$ cat config.mk
export PLATFORM = sky130hd
export DESIGN_NAME = cp0_regfile
export DESIGN_NICKNAME = d
export VERILOG_FILES = /design/src/rtl/cp0_regfile.sv
export SDC_FILE = /design/constraint.sdc
export NUM_CORES = 1
export LEC_CHECK = 0
export ABC_AREA = 1
export CORE_UTILIZATION = 35
export CTS_BUF_LIST = sky130_fd_sc_hd__clkbuf_8
export DETAILED_ROUTE_END_ITERATION = 8
export PLACE_DENSITY = 0.69
export SYNTH_ARGS = -nofsm -noshare
export SYNTH_HDL_FRONTEND = slang
export SYNTH_SLANG_ARGS = --single-unit
$ cat constraint.sdc
create_clock -name clk -period 2.3 [get_ports clk]
set_input_delay 0.46 -clock clk [delete_from_list [all_inputs] [get_ports clk]]
set_output_delay 0.46 -clock clk [all_outputs]
set_load 0.1 [all_outputs]
$ cat src/rtl/cp0_regfile.sv
// MIPS32 coprocessor-0 register file: BadVAddr, Count/Compare timer, Status, Cause, EPC.
// Exception commit beats ERET, which beats MTC0; Count/Compare writes never conflict.
module cp0_regfile (
    input  logic        clk,
    input  logic        rst_n,
    input  logic        mtc0_we,
    input  logic [4:0]  mtc0_addr,
    input  logic [31:0] mtc0_wdata,
    input  logic [4:0]  rd_addr,
    output logic [31:0] rd_data,
    input  logic        exc_valid,
    input  logic [4:0]  exc_code,
    input  logic [31:0] exc_epc,
    input  logic        exc_bd,
    input  logic        exc_badvaddr_we,
    input  logic [31:0] exc_badvaddr,
    input  logic        eret,
    input  logic [5:0]  hw_int,
    output logic [31:0] status,
    output logic [31:0] cause,
    output logic [31:0] epc,
    output logic        int_pending
);

    localparam logic [4:0] REG_BADVADDR = 5'd8;
    localparam logic [4:0] REG_COUNT    = 5'd9;
    localparam logic [4:0] REG_COMPARE  = 5'd11;
    localparam logic [4:0] REG_STATUS   = 5'd12;
    localparam logic [4:0] REG_CAUSE    = 5'd13;
    localparam logic [4:0] REG_EPC      = 5'd14;

    logic [31:0] badvaddr_reg;
    logic [31:0] count_reg;
    logic        toggle_reg;
    logic [31:0] compare_reg;
    logic [31:0] epc_reg;
    logic [7:0]  im_reg;
    logic        exl_reg;
    logic        ie_reg;
    logic        bd_reg;
    logic        ti_reg;
    logic [5:0]  ip_hw_reg;
    logic [1:0]  ip_sw_reg;
    logic [4:0]  exc_code_reg;

    logic wr_badvaddr;
    logic wr_count;
    logic wr_compare;
    logic wr_status;
    logic wr_cause;
    logic wr_epc;

    // MTC0 strobes, with writes dropped when a higher-priority commit owns the register
    always_comb begin
        wr_badvaddr = mtc0_we && (mtc0_addr == REG_BADVADDR) && !exc_valid;
        wr_count    = mtc0_we && (mtc0_addr == REG_COUNT);
        wr_compare  = mtc0_we && (mtc0_addr == REG_COMPARE);
        wr_status   = mtc0_we && (mtc0_addr == REG_STATUS) && !exc_valid && !eret;
        wr_cause    = mtc0_we && (mtc0_addr == REG_CAUSE) && !exc_valid;
        wr_epc      = mtc0_we && (mtc0_addr == REG_EPC) && !exc_valid;
    end

    always_ff @(posedge clk or negedge rst_n) begin
        if (!rst_n) begin
            badvaddr_reg <= '0;
        end else if (exc_valid && exc_badvaddr_we) begin
            badvaddr_reg <= exc_badvaddr;
        end else if (wr_badvaddr) begin
            badvaddr_reg <= mtc0_wdata;
        end
    end

    // Count advances on every second edge; a software load restarts the half-rate phase
    always_ff @(posedge clk or negedge rst_n) begin
        if (!rst_n) begin
            count_reg  <= '0;
            toggle_reg <= 1'b0;
        end else if (wr_count) begin
            count_reg  <= mtc0_wdata;
            toggle_reg <= 1'b0;
        end else begin
            toggle_reg <= ~toggle_reg;
            if (toggle_reg) begin
                count_reg <= count_reg + 32'd1;
            end
        end
    end

    always_ff @(posedge clk or negedge rst_n) begin
        if (!rst_n) begin
            compare_reg <= '0;
            ti_reg      <= 1'b0;
        end else if (wr_compare) begin
            compare_reg <= mtc0_wdata;
            ti_reg      <= 1'b0;
        end else if (count_reg == compare_reg) begin
            ti_reg      <= 1'b1;
        end
    end

    always_ff @(posedge clk or negedge rst_n) begin
        if (!rst_n) begin
            im_reg  <= '0;
            exl_reg <= 1'b0;
            ie_reg  <= 1'b0;
        end else if (exc_valid) begin
            exl_reg <= 1'b1;
        end else if (eret) begin
            exl_reg <= 1'b0;
        end else if (wr_status) begin
            im_reg  <= mtc0_wdata[15:8];
            exl_reg <= mtc0_wdata[1];
            ie_reg  <= mtc0_wdata[0];
        end
    end

    // A nested exception (EXL already set) keeps the original EPC and BD
    always_ff @(posedge clk or negedge rst_n) begin
        if (!rst_n) begin
            bd_reg       <= 1'b0;
            exc_code_reg <= '0;
            ip_sw_reg    <= '0;
            epc_reg      <= '0;
        end else if (exc_valid) begin
            exc_code_reg <= exc_code;
            if (!exl_reg) begin
                bd_reg  <= exc_bd;
                epc_reg <= exc_epc;
            end
        end else begin
            if (wr_cause) begin
                ip_sw_reg <= mtc0_wdata[9:8];
            end
            if (wr_epc) begin
                epc_reg <= mtc0_wdata;
            end
        end
    end

    // The timer interrupt shares IP7 with hw_int[5]
    always_ff @(posedge clk or negedge rst_n) begin
        if (!rst_n) begin
            ip_hw_reg <= '0;
        end else begin
            ip_hw_reg <= {hw_int[5] | ti_reg, hw_int[4:0]};
        end
    end

    always_comb begin
        status = {9'b0, 1'b1, 6'b0, im_reg, 6'b0, exl_reg, ie_reg};
        cause  = {bd_reg, ti_reg, 14'b0, ip_hw_reg, ip_sw_reg, 1'b0, exc_code_reg, 2'b0};
        epc    = epc_reg;
        int_pending = (|(cause[15:8] & status[15:8])) & ie_reg & ~exl_reg;
    end

    always_comb begin
        rd_data = '0;
        case (rd_addr)
            REG_BADVADDR: rd_data = badvaddr_reg;
            REG_COUNT:    rd_data = count_reg;
            REG_COMPARE:  rd_data = compare_reg;
            REG_STATUS:   rd_data = status;
            REG_CAUSE:    rd_data = cause;
            REG_EPC:      rd_data = epc_reg;
            default:      rd_data = '0;
        endcase
    end

endmodule

==> impl_metrics.toml <==
[routing]
routed_wl_um = 32000
antenna_left = 0
dr_wl_met2_um = 15500
vias = 9138
drtPass1Iterations = 5
wire_per_inst_um = 17.6
top_layer = "met4"
route.met3.wl_um = 2100
wl_met1_um = 13700
drc_errors = 0
dr.first_iter.drc_count = 623
vias_per_cell = 5.04

[synthesis]
synthMuxAreaShare_pct = 0.122
ys_seq_area_share_pct = 41.8
synth_top_family_by_area = "simple AND/OR/NAND/NOR gates"
synthAdderAreaFrac_pct = 0.136
synthArstFlopShare_pct = 100
synth_area_leaders = "dfrtp_1, nand2_1, inv_1"
yosysTopAreaCellShare_pct = 41.8
synth-edff-count = 0
syn_area_um2 = 9210
synthCells = 1224
synthFlopType = "dfrtp_1"
ys_warn_count = 0
syn-mean-instance-area_um2 = 7.53
synth_compound_area_share_pct = 19.0
yosys.area_share.simple_pct = 21.0
synth_cell_types = 41
yosysTopAreaCell = "dfrtp_1"
synthXorXnorAreaFrac_pct = 4.09
synth-seq-cells = 154

[cells_and_area]
utilization_pct = 50.9
area_delta_synth_final_pct = 43.1
layout_commonest_cell = "nand2_1"
fin_cells = 1814
drive_above_1_share_pct = 20.1
antennaDiodeCount = 0
layout_common_cells = "nand2_1, inv_1, dfrtp_1, clkdlybuf4s50_1, buf_4"
fin_nets = 1591

[flow_run]
drv_cap = 0

[power]
combPwrFrac_pct = 43.5
peakVddDrop_v = 0.000382
p_seq_share_pct = 37.8
clkPwrFrac_pct = 18.7
power_density_nw_per_um2 = 801
sw_frac_of_total_pct = 48.2
switchingPower_mw = 5.09
p_int_mw = 5.47
leakage_nw = 5.97

[die]
die_width_um = 164
die_h_um = 164
core_um2 = 25900
fp-row-count = 59
die_area_um2 = 27000
initial_core_util_pct = 35.6
io_pins = 253

[global_routing]
grt_antenna_before_repair = 0
grt-ovfl-total = 0
grt_max_degree = 66
grtUsageTotal_pct = 24.6
grt_pass1_vias = 8944
grt_pass1_wl_um = 50000

[clocking]
cts_max_level = 4
cts_tree = "done"
cts_sinks = 154
cts_root_buf = "clkbuf_8"
insertion_delay_ns = 0.47
clockBufferDepth = 2
cts_buffers = 17
path_clk_slew_ns = 0.09

[sta]
max_freq_mhz = 447
final_hold_viol_count = 0
period_needed_ns = 2.24
slew_violations = 0
hold_slack_ns = 0.417
setup_slack_ns = 0.0628
clock_skew_ns = 0.0216
finalSetupViolations = 0
finalCritPeriodShare_pct = 97.3
grt_setup_unrepaired = "true"

[run_status]
status = "complete, no violations"

[worst_setup_path]
worstPathMaxFanout = 5
startpoint_type = "primary input"
worst_path_largest_cell_delay_ns = 0.28
crit_path_cell_trace = "buf_2 > buf_4 > nor2_4 > buf_6 > nand2_4 > buf_8 > o22ai_4 > a21oi_2 > o211ai_1 > clkbuf_16"
worst_ep_arrival_time_ns = 1.78
end_kind = "output port"
critPathKind = "in -> out"
worstPathRequired_ns = 1.84
slowest_stage = "clkbuf_16"

[place]
place_ws_ns = -0.435
globalplace.congestion = 0.908
io_buffers = 213
dp.cells = 1768
place_hpwl_um = 24000

[min_path]
min_path_type = "in -> reg"
==> layout make-up <==
type | instances | area [um^2]
sequential | 154 | 3860
tap | 335 | 419
clock inverter | 14 | 111
fill | 2439 | 12700
timing repair buffer | 283 | 3180
clock buffer | 18 | 248
inverter | 180 | 698
multi-input combinational | 830 | 4670
==> synthesized netlist by cell type (25+ instances only) <==
| master | number |
|---|---|
| o21ai_1 | 36 |
| a31oi_1 | 28 |
| buf_2 | 26 |
| o21ai_0 | 63 |
| inv_1 | 170 |
| buf_4 | 48 |
| o211ai_1 | 42 |
| dfrtp_1 | 154 |
| xnor2_1 | 25 |
| nor2_1 | 81 |
| a21oi_1 | 35 |
| nand2_1 | 305 |
| o22ai_1 | 28 |
| nand3_1 | 35 |
==> metrics by stage <==
step                TNS [ns]  instance area, um^2  power (mW)
floorplan              -8.36                 9630        7.18
global placement       -9.58                12400        8.46
detailed placement    -11.11                12400        8.53
CTS                        0                13000        10.6
global route         -0.0294                13200        11.1
finish                     0                13200        10.6
==> cells by family (layout without fill, tap and decap cells) <==
group | count (synthesis) | after routing
flops | 154 | 154
other cells | 2 | 39
mux | 1 | 1
compound gates | 283 | 283
simple gates | 463 | 463
fa+ha+maj | 1 | 1
xor+xnor | 43 | 43
buf+inv | 277 | 495
==> repair_timing <==
action / CTS / global route
gates cloned: 4 / 1
pin swaps: 12 / 12
hold endpoints to repair: 31 / 0
setup buffers: 4 / 6
gates resized for setup: 59 / 32
hold buffers: 1 / 0
endpoints found under the setup margin: 32 / 33
==> metal layers <==
metal / vias to the layer above / GRT usage, %
met5: - / 0
met4: 0 / 6.82
met3: 45 / 4.32
met2: 341 / 40.8
met1: 4349 / 32.7
li1: 4403 / -
==> power by group through the flow <==
stage	Clock, mW	Combinational (mW)	Sequential [mW]
3_3_place_gp	0	4.46	4.00
5_1_grt	2.12	4.94	4.07
2_1_floorplan	0	2.38	4.80
4_1_cts	2.01	4.57	3.97
3_5_place_dp	0	4.52	4.01
6_report	1.97	4.60	3.99
==> final timing paths <==
path / start / endpoint / slack [ns] / cells after the start
min in group asynchronous: rst_n / epc[3] / 0.44 / 2
min reg2reg: badvaddr_reg[0] / badvaddr_reg[0] / 0.53 / 2
min: hw_int[0] / ip_hw_reg[0] / 0.42 / 1
max in group asynchronous: rst_n / im_reg[5] / 1.21 / 3
max reg2reg: count_reg[1] / count_reg[20] / 0.47 / 9
max: rd_addr[1] / rd_data[30] / 0.06 / 10
==> critical path: cells and delay by family <==
family,cells,cell delay (ns)
buf+inv,5,0.81
simple gates,2,0.15
compound gates,3,0.33
(Power assumes the default switching activity.)
